**src/rtl/operand_fetch_sched_if.sv**
```systemverilog
// Operand fetch scheduler bus.
// Bundles the decode request, register-file read ports, write-port snoop and
// operand results.
// slave  : the scheduler, which drives ready/addresses/operands/done.
// master : the environment (decode + register file), which drives the rest.
interface operand_fetch_sched_if #(
    parameter int DATA_W = 32,
    parameter int IDX_W  = 6
);
    logic              req_valid_i;
    logic [3:0]        req_mask_i;
    logic [IDX_W-1:0]  idx0_i, idx1_i, idx2_i, idx3_i;
    logic              ready_o;
    logic [IDX_W-1:0]  rf_addr_a_o, rf_addr_b_o;
    logic [DATA_W-1:0] rf_data_a_i, rf_data_b_i;
    logic              wr_en_i;
    logic [IDX_W-1:0]  wr_idx_i;
    logic [DATA_W-1:0] wr_data_i;
    logic [DATA_W-1:0] op0_o, op1_o, op2_o, op3_o;
    logic              done_o;

    modport slave (
        input  req_valid_i, req_mask_i, idx0_i, idx1_i, idx2_i, idx3_i,
               rf_data_a_i, rf_data_b_i, wr_en_i, wr_idx_i, wr_data_i,
        output ready_o, rf_addr_a_o, rf_addr_b_o,
               op0_o, op1_o, op2_o, op3_o, done_o
    );

    modport master (
        output req_valid_i, req_mask_i, idx0_i, idx1_i, idx2_i, idx3_i,
               rf_data_a_i, rf_data_b_i, wr_en_i, wr_idx_i, wr_data_i,
        input  ready_o, rf_addr_a_o, rf_addr_b_o,
               op0_o, op1_o, op2_o, op3_o, done_o
    );
endinterface

```
**src/rtl/operand_fetch_sched.sv**
```systemverilog
// Operand fetch scheduler.
// Accepts one request of up to four register indices and reads them through
// the register file's two combinational read ports, two distinct indices per
// cycle. Duplicate indices are merged, and register writes are snooped so
// every operand carries the newest value. All operands are returned together
// with a one-cycle done pulse.
// Ports: clk, rst (sync, active-high), bus (operand_fetch_sched_if.slave).
module operand_fetch_sched #(
    parameter int DATA_W = 32,
    parameter int IDX_W  = 6
) (
    input logic                  clk,
    input logic                  rst,
    operand_fetch_sched_if.slave bus
);
    typedef enum logic [1:0] {IDLE, READ, DONE} state_t;

    state_t                   state;
    logic [3:0]               pending, mask_l;
    logic [3:0][IDX_W-1:0]    lidx;
    logic [3:0][DATA_W-1:0]   ops;
    logic                     done_q;

    logic [3:0][IDX_W-1:0]    req_idx;
    logic [1:0]               j, k;
    logic                     has_k;
    logic [IDX_W-1:0]         idx_a, idx_b;
    logic [3:0]               hit_a, hit_b, hit_w, pending_nxt;

    assign req_idx = {bus.idx3_i, bus.idx2_i, bus.idx1_i, bus.idx0_i};

    // j: lowest pending slot. k: lowest pending slot with an index different
    // from slot j, so port B never wastes a read on a duplicate of port A.
    always_comb begin
        j     = '0;
        k     = '0;
        has_k = 1'b0;
        for (int s = 3; s >= 0; s--)
            if (pending[s]) j = 2'(s);
        for (int s = 3; s >= 0; s--)
            if (pending[s] && lidx[s] != lidx[j]) begin
                k     = 2'(s);
                has_k = 1'b1;
            end
        idx_a = lidx[j];
        idx_b = has_k ? lidx[k] : lidx[j];
    end

    // Per-slot capture sources. Snoop applies to every requested slot, even
    // one already captured; port hits only to slots still pending.
    for (genvar g = 0; g < 4; g++) begin : g_slot
        assign hit_w[g] = bus.wr_en_i && mask_l[g] && (bus.wr_idx_i == lidx[g]);
        assign hit_a[g] = pending[g] && (lidx[g] == idx_a);
        assign hit_b[g] = pending[g] && has_k && (lidx[g] == idx_b);
    end

    assign pending_nxt = pending & ~(hit_a | hit_b | hit_w);

    assign bus.ready_o     = (state != READ);
    assign bus.rf_addr_a_o = (state == READ) ? idx_a : '0;
    assign bus.rf_addr_b_o = (state == READ) ? idx_b : '0;
    assign bus.op0_o       = ops[0];
    assign bus.op1_o       = ops[1];
    assign bus.op2_o       = ops[2];
    assign bus.op3_o       = ops[3];
    assign bus.done_o      = done_q;

    always_ff @(posedge clk) begin
        if (rst) begin
            state   <= IDLE;
            pending <= '0;
            mask_l  <= '0;
            lidx    <= '0;
            ops     <= '0;
            done_q  <= 1'b0;
        end else begin
            case (state)
                IDLE, DONE: begin
                    state  <= IDLE;
                    done_q <= 1'b0;
                    if (bus.req_valid_i) begin
                        pending <= bus.req_mask_i;
                        mask_l  <= bus.req_mask_i;
                        lidx    <= req_idx;
                        // An empty mask still produces a done pulse.
                        state   <= (bus.req_mask_i != 4'b0) ? READ : DONE;
                        done_q  <= (bus.req_mask_i == 4'b0);
                    end
                end
                READ: begin
                    // Snoop wins: the port returns the pre-write value.
                    for (int s = 0; s < 4; s++) begin
                        if (hit_w[s])      ops[s] <= bus.wr_data_i;
                        else if (hit_a[s]) ops[s] <= bus.rf_data_a_i;
                        else if (hit_b[s]) ops[s] <= bus.rf_data_b_i;
                    end
                    pending <= pending_nxt;
                    if (pending_nxt == 4'b0) begin
                        state  <= DONE;
                        done_q <= 1'b1;
                    end
                end
                default: state <= IDLE;
            endcase
        end
    end
endmodule

```
**src/flat_wrapper.sv**
```systemverilog
// flat-port wrapper written by rule: the top's interface ports become plain ports
module operand_fetch_sched_flat 
#(
    parameter int DATA_W = 32,
    parameter int IDX_W  = 6
)
  (clk, rst, bus_req_valid_i, bus_req_mask_i, bus_idx0_i, bus_idx1_i, bus_idx2_i, bus_idx3_i, bus_rf_data_a_i, bus_rf_data_b_i, bus_wr_en_i, bus_wr_idx_i, bus_wr_data_i, bus_ready_o, bus_rf_addr_a_o, bus_rf_addr_b_o, bus_op0_o, bus_op1_o, bus_op2_o, bus_op3_o, bus_done_o);
  operand_fetch_sched_if #(.DATA_W(DATA_W), .IDX_W(IDX_W)) bus_i ();
  input logic clk;
  input logic rst;
  input wire logic [$bits(bus_i.req_valid_i)-1:0] bus_req_valid_i;
  input wire logic [$bits(bus_i.req_mask_i)-1:0] bus_req_mask_i;
  input wire logic [$bits(bus_i.idx0_i)-1:0] bus_idx0_i;
  input wire logic [$bits(bus_i.idx1_i)-1:0] bus_idx1_i;
  input wire logic [$bits(bus_i.idx2_i)-1:0] bus_idx2_i;
  input wire logic [$bits(bus_i.idx3_i)-1:0] bus_idx3_i;
  input wire logic [$bits(bus_i.rf_data_a_i)-1:0] bus_rf_data_a_i;
  input wire logic [$bits(bus_i.rf_data_b_i)-1:0] bus_rf_data_b_i;
  input wire logic [$bits(bus_i.wr_en_i)-1:0] bus_wr_en_i;
  input wire logic [$bits(bus_i.wr_idx_i)-1:0] bus_wr_idx_i;
  input wire logic [$bits(bus_i.wr_data_i)-1:0] bus_wr_data_i;
  output wire logic [$bits(bus_i.ready_o)-1:0] bus_ready_o;
  output wire logic [$bits(bus_i.rf_addr_a_o)-1:0] bus_rf_addr_a_o;
  output wire logic [$bits(bus_i.rf_addr_b_o)-1:0] bus_rf_addr_b_o;
  output wire logic [$bits(bus_i.op0_o)-1:0] bus_op0_o;
  output wire logic [$bits(bus_i.op1_o)-1:0] bus_op1_o;
  output wire logic [$bits(bus_i.op2_o)-1:0] bus_op2_o;
  output wire logic [$bits(bus_i.op3_o)-1:0] bus_op3_o;
  output wire logic [$bits(bus_i.done_o)-1:0] bus_done_o;
  assign bus_i.req_valid_i = bus_req_valid_i;
  assign bus_i.req_mask_i = bus_req_mask_i;
  assign bus_i.idx0_i = bus_idx0_i;
  assign bus_i.idx1_i = bus_idx1_i;
  assign bus_i.idx2_i = bus_idx2_i;
  assign bus_i.idx3_i = bus_idx3_i;
  assign bus_i.rf_data_a_i = bus_rf_data_a_i;
  assign bus_i.rf_data_b_i = bus_rf_data_b_i;
  assign bus_i.wr_en_i = bus_wr_en_i;
  assign bus_i.wr_idx_i = bus_wr_idx_i;
  assign bus_i.wr_data_i = bus_wr_data_i;
  assign bus_ready_o = bus_i.ready_o;
  assign bus_rf_addr_a_o = bus_i.rf_addr_a_o;
  assign bus_rf_addr_b_o = bus_i.rf_addr_b_o;
  assign bus_op0_o = bus_i.op0_o;
  assign bus_op1_o = bus_i.op1_o;
  assign bus_op2_o = bus_i.op2_o;
  assign bus_op3_o = bus_i.op3_o;
  assign bus_done_o = bus_i.done_o;
  operand_fetch_sched #(.DATA_W(DATA_W), .IDX_W(IDX_W)) u_core (.clk(clk), .rst(rst), .bus(bus_i));
endmodule
```
**config.mk**
```make
export PLATFORM = sky130hd
export DESIGN_NAME = operand_fetch_sched_flat
export DESIGN_NICKNAME = d
export VERILOG_FILES = /design/src/rtl/operand_fetch_sched_if.sv /design/src/rtl/operand_fetch_sched.sv /design/src/flat_wrapper.sv
export SDC_FILE = /design/constraint.sdc
export NUM_CORES = 1
export LEC_CHECK = 0
export CAP_MARGIN = 15
export CORE_ASPECT_RATIO = 1.1
export CORE_MARGIN = 10
export CORE_UTILIZATION = 60
export CTS_BUF_LIST = sky130_fd_sc_hd__clkbuf_4
export CTS_CLUSTER_DIAMETER = 60
export DETAILED_ROUTE_END_ITERATION = 10
export DONT_BUFFER_PORTS = 1
export PLACE_DENSITY = 0.75
export REMOVE_ABC_BUFFERS = 1
export SLEW_MARGIN = 20
export SYNTH_ARGS = -nofsm -noshare
export SYNTH_HDL_FRONTEND = slang
export SYNTH_SLANG_ARGS = --single-unit
```
**constraint.sdc**
```tcl
create_clock -name clk -period 3.7 [get_ports clk]
set_input_delay 0.74 -clock clk [delete_from_list [all_inputs] [get_ports clk]]
set_output_delay 0.74 -clock clk [all_outputs]
set_load 0.005 [all_outputs]
```
==> run summary <==
The run finished, with violations left. The final reports fail on setup timing. Across the run, the number of max-cap violations was 0. The data required time at the worst endpoint came out at 2.96 ns. The DRC violation count after routing came out at 0. The DRC violation total after the first TritonRoute iteration came out at 1210.

The worst clock skew is 0.0319 ns. The core box area came out at 17000 um^2. During placement, the flow inserted port buffers numbering 0.

The total internal power came out at 2.71 mW. The CTS clock-pin slew for the worst setup and hold paths came out at 0.16 ns. The number of global-route vias before repair is 10200. The power spent charging and discharging nets is 1.44 mW. The post-detailed-placement half-perimeter wirelength came out at 26100 um. The number of placed instances, taps included is 1542. The final antenna-violating net count came out at 0. The first-pass GRT wire length is 59100 um. The share of Yosys cell area claimed by the top area cell type came out at 31.3%. The analysis attributes to cell leakage a power of 5.23 nW. The buffer cell driving the clock tree root is clkbuf_4.

The path type of the worst setup path is flop to output pin. The ratio of final minimum period to clock period is 109%. In this run, synthesis inferred 0 flip-flops with an integrated enable. The number of warnings reported in the yosys synthesis log came out at 0. The worst setup path is launched from a flop.

The proportion of register bits with asynchronous set or reset after synthesis came out at 0%. The effective utilization at floorplan came out at 61.2%. Adding up every negative setup slack in the final design gives -7.27 ns.

The average size of a mapped cell is 7.71 um^2. The proportion of power drawn by the clock network is 28.0%. Setup repair after global routing could not meet its margin everywhere. The unique cell type count in the Yosys netlist is 76. The routed layout has 10500 vias. The part of the total power dissipated in combinational logic is 27.1%. The floorplan has 50 rows. Power comes to 4.15 mW. The post-synth design cell area came out at 10400 um^2.

In the synthesized netlist the dominant register cell turns out to be dfxtp_1. After synthesis, the cell types taking the most area are dfxtp_1, mux2i_1, nand2_1. The final layout net count came out at 1513. The peak supply drop is 0.214 mV. The final-report max-slew violation count is 0. Entering global routing, the biggest net connects 229 pins. In the layout the commonest cells are nand2_1, dfxtp_1, o21ai_0. Clock tree synthesis found a total of 163 sinks.

In the final routed layout, each cell accounts on average for 23.8 um. Across all setup checks in the final design, the least slack found is -0.327 ns. The synthesis-to-finish area growth came out at 18.9%.

The clock buffer count from CTS is 17. The post-layout minimum cycle time is 4.03 ns. The endpoint type of the worst setup path is an output pin. The maximum number of buffers from clock root to sink came out at 2. The number of placed I/O pins came out at 276. The ratio of total power to cell area came out at 335 nW/um^2. The synthesized flop and latch total came out at 163. The die span in x is 146 um. The via-per-instance ratio is 6.46. The type of the most critical hold path is input port to flop. In the synthesized netlist, the number of instances is 1351.

The worst hold margin is 0.199 ns. The initial antenna violation count is 1. The aggregate routed wire length is 38800 um. The total overflow left after global routing is 0.

Leaving out fill and tap cells, the most frequent cell in the layout is nand2_1. The number of levels in the clock H-tree is 4. The final count of hold timing violations came out at 0. The height of the die came out at 158 um.

TritonCTS built the clock tree. The maximum clock frequency is 248 MHz. The area enclosed by the die boundary is 23000 um^2. Cells with a size suffix above 1 make up 18.7% of the layout. The insertion delay to the later sink of the worst-skew pair came out at 0.61 ns. Global routing used 32.1% of the available tracks across all layers. The congestion estimate from routability-driven global placement came to 1.01.

The slew at the pin with the worst max-slew slack came out at 0.773 ns. The share of the Yosys chip area taken by registers is 31.3%. Sequential cells burn 44.9% of the power.

The top cell type by total area after synthesis is dfxtp_1. The total of hold buffers inserted after clock tree synthesis is 0. The number of standard cells in the layout, taps in and fillers out is 1631. The first detailed-routing pass ran for 6 iterations. The data arrival at the endpoint of the critical path is 3.29 ns. The final setup violation count is 73. The largest fanout on the critical path is 5. The switching power as a share of total power is 34.8%. The worst slew margin relative to its limit came out at 48.4%.
-- cells in the mapped netlist, types with 6 or more instances --
cell	n
buf_2	12
nand3_1	18
and2_1	8
nand2b_1	36
nor3_1	11
xor2_1	10
a211oi_1	40
dfxtp_1	163
o41ai_1	34
buf_1	23
nand3b_1	38
nor2_1	90
mux2i_1	128
a21o_1	8
nor2b_1	45
nor4b_1	6
nand2_1	202
o21ai_0	137
a211o_1	34
a21oi_1	85
xnor2_1	17
nand4_1	7
inv_1	10
clkbuf_1	96
-- stage by stage --
step           instance area, um^2  setup slack [ns]  util (%)
2_1_floorplan                 9840             -3.50         -
3_3_place_gp                 11000            -0.255      64.9
3_5_place_dp                 11000            -0.233      64.9
4_1_cts                      12300            -0.239      72.0
5_1_grt                      12400            -0.440      72.8
6_report                     12400            -0.327      72.8
-- power by group through the flow --
stage                     Sequential, mW  Clock (mW)  Combinational (mW)
after detailed placement            1.89           0               0.860
final                               1.86        1.16                1.13
after floorplan                     1.89           0               0.518
after global routing                1.87        1.23                1.19
after global placement              1.89           0               0.862
after CTS                           1.86        1.16                1.05
-- critical path, cell delays in order (launching register included) --
cell	delay, ns
dfxtp_4	0.41
buf_4	0.16
nor4b_4	0.33
a221oi_4	0.07
buf_6	0.15
a22o_1	0.23
a211o_1	0.33
o21ai_2	0.23
buf_6	0.17
nand2_2	0.08
o221ai_2	0.25
a221oi_2	0.09
buf_4	0.18
-- routing by layer --
metal	wire, um	vias up	GRT usage [%]
li1	-	4892	-
met4	1370	0	13.4
met5	0	-	0
met3	4530	102	10.9
met1	14300	4947	36.8
met2	18600	593	53.9
-- layout make-up --
| type | instances | area (um^2) |
|---|---|---|
| Clock buffer | 18 | 135 |
| Tap cell | 234 | 293 |
| Inverter | 11 | 41.3 |
| Timing Repair Buffer | 146 | 1400 |
| Sequential cell | 163 | 3280 |
| Antenna cell | 5 | 12.5 |
| Clock inverter | 14 | 165 |
| Fill cell | 1403 | 4620 |
| Multi-Input combinational cell | 1040 | 7070 |
-- path summary, 6_finish.rpt --
check	from	end	slack (ns)	depth (start not counted)
worst max-delay path	u_core.pending[2]	bus_rf_addr_b_o[5]	-0.33	12
worst min-delay path	rst	u_core.bus.op0_o[15]	0.20	1
worst max register to register	u_core.pending[3]	u_core.bus.op3_o[30]	-0.21	19
worst min register to register	u_core.mask_l[0]	u_core.mask_l[0]	0.49	2
-- timing repair --
| action | CTS | global route |
|---|---|---|
| cloned | 3 | 0 |
| buffers inserted | 47 | 9 |
| resized for setup | 99 | 24 |
| pin swaps | 40 | 20 |
| endpoints found under the hold margin | 0 | 0 |
| endpoints found under the setup margin | 75 | 75 |
-- cells by family after synthesis --
group	share of synthesized area [%]
muxes	12.4
DFF	31.3
AOI/OAI and AO/OA	25.2
xor gates and xnor gates	2.27
and+or+nand+nor	22.8
buffers and inverters	5.94
-- sequential cells by signal, summed over array words and instances, names as in the netlist --
| register | flops |
|---|---|
| u_core.bus.op3_o | 32 |
| u_core.pending | 4 |
| u_core.mask_l | 4 |
| u_core.bus.op1_o | 32 |
| u_core.state | 2 |
| u_core.bus.op0_o | 32 |
| u_core.bus.done_o | 1 |
| u_core.bus.op2_o | 32 |
| u_core.lidx | 24 |
(Power assumes the default switching activity.)
